`src/rtl/pc_sequencer.sv`:
```
// Program-counter and call/return sequencer. It drives the return-address stack
// and traps stack overflow/underflow into a sticky fault and a HALT state.
module pc_sequencer #(
  parameter int          ADDR_W    = 12,
  parameter int          DEPTH     = 12,
  parameter logic [11:0] RESET_PC  = 12'h000,
  parameter logic [3:0]  OP_NOP    = 4'h0,
  parameter logic [3:0]  OP_PUSH_R = 4'h6,
  parameter logic [3:0]  OP_POP_R  = 4'h7,
  parameter logic [3:0]  OP_JMP    = 4'h8,
  parameter logic [3:0]  OP_CALL   = 4'h9,
  parameter logic [3:0]  OP_RET    = 4'hA
) (
  input  logic              clk,
  input  logic              reset,
  input  logic              en,
  input  logic [3:0]        opcode,
  input  logic [ADDR_W-1:0] target,
  input  logic [ADDR_W-1:0] stk_pop,
  output logic [3:0]        stk_op,
  output logic [ADDR_W-1:0] stk_push,
  output logic [ADDR_W-1:0] pc,
  output logic              busy,
  output logic              fault
);

  localparam int DEPTH_W = $clog2(DEPTH + 1);
  localparam logic [DEPTH_W-1:0] DEPTH_MAX = DEPTH_W'(DEPTH);

  typedef enum logic [1:0] {
    S_RUN      = 2'd0,
    S_WAIT_POP = 2'd1,
    S_HALT     = 2'd2
  } state_t;

  state_t              state_q, state_d;
  logic [ADDR_W-1:0]   pc_q, pc_d;
  logic [DEPTH_W-1:0]  depth_q, depth_d;
  logic                fault_q, fault_d;
  logic [ADDR_W-1:0]   pc_inc;

  assign pc_inc = pc_q + 1'b1;

  always_ff @(posedge clk) begin
    if (reset) begin
      state_q <= S_RUN;
      pc_q    <= ADDR_W'(RESET_PC);
      depth_q <= '0;
      fault_q <= 1'b0;
    end else begin
      state_q <= state_d;
      pc_q    <= pc_d;
      depth_q <= depth_d;
      fault_q <= fault_d;
    end
  end

  always_comb begin
    state_d  = state_q;
    pc_d     = pc_q;
    depth_d  = depth_q;
    fault_d  = fault_q;
    stk_op   = OP_NOP;
    stk_push = '0;
    unique case (state_q)
      S_RUN: begin
        if (en) begin
          case (opcode)
            OP_JMP: pc_d = target;
            OP_CALL: begin
              if (depth_q != DEPTH_MAX) begin
                stk_op   = OP_PUSH_R;
                stk_push = pc_inc;
                pc_d     = target;
                depth_d  = depth_q + 1'b1;
              end else begin
                fault_d = 1'b1;
                state_d = S_HALT;
              end
            end
            OP_RET: begin
              if (depth_q != '0) begin
                stk_op  = OP_POP_R;
                depth_d = depth_q - 1'b1;
                state_d = S_WAIT_POP;
              end else begin
                fault_d = 1'b1;
                state_d = S_HALT;
              end
            end
            default: pc_d = pc_inc;
          endcase
        end
      end
      // The stack's registered pop data is valid in this cycle only.
      S_WAIT_POP: begin
        pc_d    = stk_pop;
        state_d = S_RUN;
      end
      S_HALT: fault_d = 1'b1;
      default: begin
        fault_d = 1'b1;
        state_d = S_HALT;
      end
    endcase
  end

  assign pc    = pc_q;
  assign busy  = (state_q == S_WAIT_POP);
  assign fault = fault_q;

endmodule

```
`config.mk`:
```
export PLATFORM = sky130hd
export DESIGN_NAME = pc_sequencer
export DESIGN_NICKNAME = d
export VERILOG_FILES = /design/src/rtl/pc_sequencer.sv
export SDC_FILE = /design/constraint.sdc
export NUM_CORES = 1
export LEC_CHECK = 0
export ABC_AREA = 1
export CORE_AREA = 2 2 52 102
export CTS_CLUSTER_DIAMETER = 200
export DETAILED_ROUTE_END_ITERATION = 16
export DIE_AREA = 0 0 54 104
export PLACE_DENSITY = 0.67
export SLEW_MARGIN = 10
export SYNTH_ARGS = -nofsm -noshare
export SYNTH_HDL_FRONTEND = slang
export SYNTH_SLANG_ARGS = --single-unit
```
`constraint.sdc`:
```
create_clock -name clk -period 1.4 [get_ports clk]
set_input_delay 0.21 -clock clk [delete_from_list [all_inputs] [get_ports clk]]
set_output_delay 0.21 -clock clk [all_outputs]
set_load 0.02 [all_outputs]
```
After elaboration in Yosys (flattened, before gate mapping)
Index checks and enable logic that the tools add are counted.

storage, ports and cells
  bits of input ports = 31
  logic and storage cells = 57
  register bits = 19
  output and inout port bits = 30

operators by class
  add/sub/neg operators = 3
  reduce and logical (&&, ||, !) cells = 8
  bitwise gates (word level) = 2
  multiplexer cells = 26
  eq/ne operators = 14

operator list
  cell                                                                 number
  12-bit two-way mux                                                   6
  12-bit one-hot mux with 3 select lines                               1
  12-bit one-hot mux with 2 select lines                               1
  12-bit by 1-bit adder with 12-bit output (second input constant)     1
  4-bit equality test (second input constant)                          3
  3-bit two-way mux                                                    4
  5-bit AND reduction                                                  2
  3-bit != test (second input constant)                                3
  4-bit two-way mux                                                    2
  2-bit != test (second input constant)                                4
  4-bit one-hot mux with 2 select lines                                1
  4-bit AND reduction                                                  2
  2-bit two-way mux                                                    3
  2-bit one-hot mux with 3 select lines                                1
  3-bit one-hot mux with 2 select lines                                1
  4-bit by 1-bit adder with 4-bit output (second input constant)       1
  4-bit != test (second input constant)                                1
  1-bit one-hot mux with 2 select lines                                2
  2-bit one-hot mux with 2 select lines                                1
  2-bit nonzero test                                                   2
  4-bit nonzero test                                                   1
  4-bit by 1-bit subtractor with 4-bit output (second input constant)  1
  1-bit two-way mux                                                    3
  3-bit by 2-bit != test with 1-bit output (second input constant)     1
  4 further kinds                                                      5

Depth between registers and ports, before layout
  depth after elaboration = 5
  gate-level depth with buffers = 12
  mapped depth without buffers = 12

Worst setup path before layout
No wires, ideal clock.

  path kind = register -> output
  start point = register pc_q[0], in the netlist pc[0]
  end point = output port stk_push[10]
  setup slack = -324 ps
  arrival = 1514 ps
  cell stages (with the launch flop) = 6
  buffers on the path = 0
  data required time = 1190 ps
  path through = dfxtp_1 ha_1 nand2_1 nor2_1 nand3_1 a21oi_1

between the ends
  cells in the longest elaborated chain, start to end = 5

ends and longest elaborated chain
  item                                      RTL line  RTL
  start: declaration                        37        logic [ADDR_W-1:0] pc_q, pc_d;
  start signal: assignment                  47        pc_q <= ADDR_W'(RESET_PC);
  start signal: assignment                  52        pc_q <= pc_d;
  12-bit by 1-bit adder with 12-bit output  42        assign pc_inc = pc_q + 1'b1;
  12-bit two-way mux                        71        if (depth_q != DEPTH_MAX) begin
  12-bit two-way mux                        68        case (opcode)
  12-bit two-way mux                        67        if (en) begin
  12-bit two-way mux                        65        unique case (state_q)
  end: declaration                          21        output logic [ADDR_W-1:0] stk_push,

Every way passes these cells.

Worst setup path after layout
  start point = register pc_q[1], in the netlist pc[1]
  end point = output port stk_push[4]

The elaborated chain is that of the path after synthesis.

==> summary.txt <==
Synthesis
  • Count leader, synth: nand2_1
  • Synth unique cells: 28
  • Post-synth EDFFs: 0
  • Syn Nets: 299
  • Top FF cell, synth: dfxtp_1
  • Synthesized cell area: 1620 sq um
  • Sequential share of the synthesized area: 0.235
  • Post-synth top cells: nand2_1 (61), nor2_1 (51), inv_1 (24)
  • FF+latch count, synth: 19
  • Area leader, netlist: dfxtp_1
  • Post-Synthesis Cells: 264
  • Syn avg cell area: 6.12 sq um
  • YS warnings: 0
  • Top cells by area, synth: dfxtp_1 (24%), nand2_1 (14%), nor2_1 (12%)
  • Synth async-reset ratio: 0
  • Share of Yosys cell area claimed by the top area cell type: 0.235

Critical path
  • Setup crit end kind: output port
  • Worst-path fanout max: 4
  • Worst setup path class: flip-flop to output port
  • Startpoint Class: flip-flop
  • CP Data Arrival Time: 1.46 ns
  • CP required: 1.19 ns

Clock tree
  • TritonCTS clock tree: built
  • CTS sink count: 19
  • Reg clk slew, reported paths: 0.08 ns
  • Clock Tree Buf Depth: 2
  • H-tree Lvls: 1
  • Clock root buffer: clkbuf_8
  • Cts bufs inserted: 3
  • Clock Latency Late Sink: 0.27 ns

Power
  • Flop pwr share: 0.366
  • NetSw: 0.570 mW
  • Worst vdd ir: 0.000542 V
  • Internal power: 1.09 mW
  • Clock power share: 0.251
  • Pleak: 1.50 nW
  • Combinational share of power: 0.383
  • Sw frac: 0.343
  • Power Dens Cells: 520 nW/um^2

Cells and area
  • Layout cells sized above 1: 0.506
  • Diode count: 0
  • Layout Nets: 427
  • Syn-to-layout area delta: 97.9%
  • Fin util: 0.658

Route
  • Vias per inst: 5.03
  • Total Wirelength: 6500 microns
  • Residual DRC: 0
  • TritonRoute pass-1 iters: 4
  • Iter 0 DRT Violations: 34
  • Wire per inst: 14.5 microns
  • DR vias: 2254
  • Post-route ant nets: 0

Floorplan
  • DIE AREA: 5620 sq um
  • Starting Density: 0.332
  • Die W: 54 microns
  • Die Span Y: 104 microns
  • Cell row count: 36
  • Core region area: 4860 sq um
  • # IOs: 61

Worst hold path
  • Hold Path Class: primary input to flip-flop

STA
  • FMAX: 0.600 GHz
  • Unrepaired setup endpoints after global routing: true
  • Count of final setup violators: 18
  • Fin. max-slew vios: 0
  • PnR worst setup slack: -0.266 ns
  • Hold Worst Slack: 0.474 ns
  • Tmin final: 1.67 ns
  • Clock skew: 0.00667 ns
  • Period utilisation layout: 1.19
  • Final Hold Vio Count: 0
  • TNS Setup: -3.39 ns

Run status
  • Outcome: finished with violations
  • Failing checks: setup timing

Place
  • Gpl congestion: 0.847
  • Final HPWL DP: 4240 microns
  • Port bufs: 59

Global routing
  • Gr ovfl total: 0
  • Pin count of the biggest net entering global routing: 17
  • Initial antenna violation count: 0
  • Overall Global Routing Usage: 0.227
  • Wire length of the first global-routing pass: 9460 microns
  • Vias in the first global route: 2133

Run
  • Max Cap Violations: 0
cell usage in the layout (no fill, tap or decap), drive strengths merged:
cell type	count
a21oi	18
buf	87
clkbuf	6
clkdlybuf4s15	1
clkdlybuf4s50	26
clkinv	1
conb	1
dfxtp	19
dlygate4sd2	12
dlymetal6s2s	1
fa	1
ha	3
inv	30
nand2	69
nand3	22
nand3b	2
nand4	1
nor2	61
o211ai	1
o21ai	19
o21bai	6
xnor2	2
xor2	2
cell type report:
| cell class | count | area [sq um] |
|---|---|---|
| Clock buffer | 3 | 41.3 |
| Clock inverter | 1 | 5.00 |
| Fill cell | 405 | 1670 |
| Inverter | 30 | 120 |
| Multi-Input combinational cell | 208 | 1370 |
| Sequential cell | 19 | 403 |
| Tap cell | 57 | 71.3 |
| Timing Repair Buffer | 130 | 1190 |
through the flow:
step / worst slack [ns] / area, sq um / std cells / power, mW
global route: -0.318 / 3200 / 448 / 1.74
detailed placement: -0.772 / 2700 / 425 / 1.18
CTS: -0.248 / 2970 / 441 / 1.60
global placement: -0.713 / 2700 / 425 / 1.17
floorplan: -0.0737 / 1690 / 264 / 0.887
finish: -0.266 / 3200 / 448 / 1.66
final timing paths:
path | start | end | slack, ns | depth (start not counted)
setup / recovery | pc[1] | stk_push[4] | -0.27 | 7
hold / removal | opcode[2] | depth_q[1] | 0.47 | 5
setup reg to reg | depth_q[2] | depth_q[3] | -0.09 | 9
hold reg to reg | fault | fault | 0.48 | 2
registers in the layout, summed over array words and instances (netlist names):
signal   cells
fault        1
pc          12
depth_q      4
state_q      2
critical path, cell delays in order (launching register included):
cell and delay (ns):
dfxtp_4 0.38, ha_4 0.15, nand2_4 0.07, nor2_4 0.15
xor2_2 0.19, inv_2 0.06, nor2_4 0.08, buf_6 0.11
cells by family after synthesis:
group           share of synthesized area
flops                               0.235
other cells                       0.00232
compound gates                      0.154
xor+xnor                           0.0217
simple gates                        0.441
buf+inv                             0.110
fa+ha+maj                          0.0356
layer usage:
layer	track usage	share of wire	vias to the layer above
met2	0.445	0.59	72
met5	0	0	-
met4	0.111	0.043	0
met3	0.0172	0.030	20
li1	-	-	1099
met1	0.210	0.34	1063
power groups by stage:
stage                     clock, mW  combinational [mW]  sequential (mW)
final                         0.418               0.636            0.609
after global routing          0.442               0.686            0.613
after CTS                     0.410               0.581            0.607
after detailed placement          0               0.563            0.617
after global placement            0               0.558            0.617
after floorplan                   0               0.225            0.662
repair_timing:
action | in CTS | in global routing
hold buffers | 0 | 0
buffers inserted | 13 | 9
endpoints found under the hold margin | 0 | 0
gates cloned | 1 | 2
setup endpoints to repair | 45 | 33
resized for setup | 155 | 56
pin swaps | 32 | 25
Power figures use the tool's default switching activity.
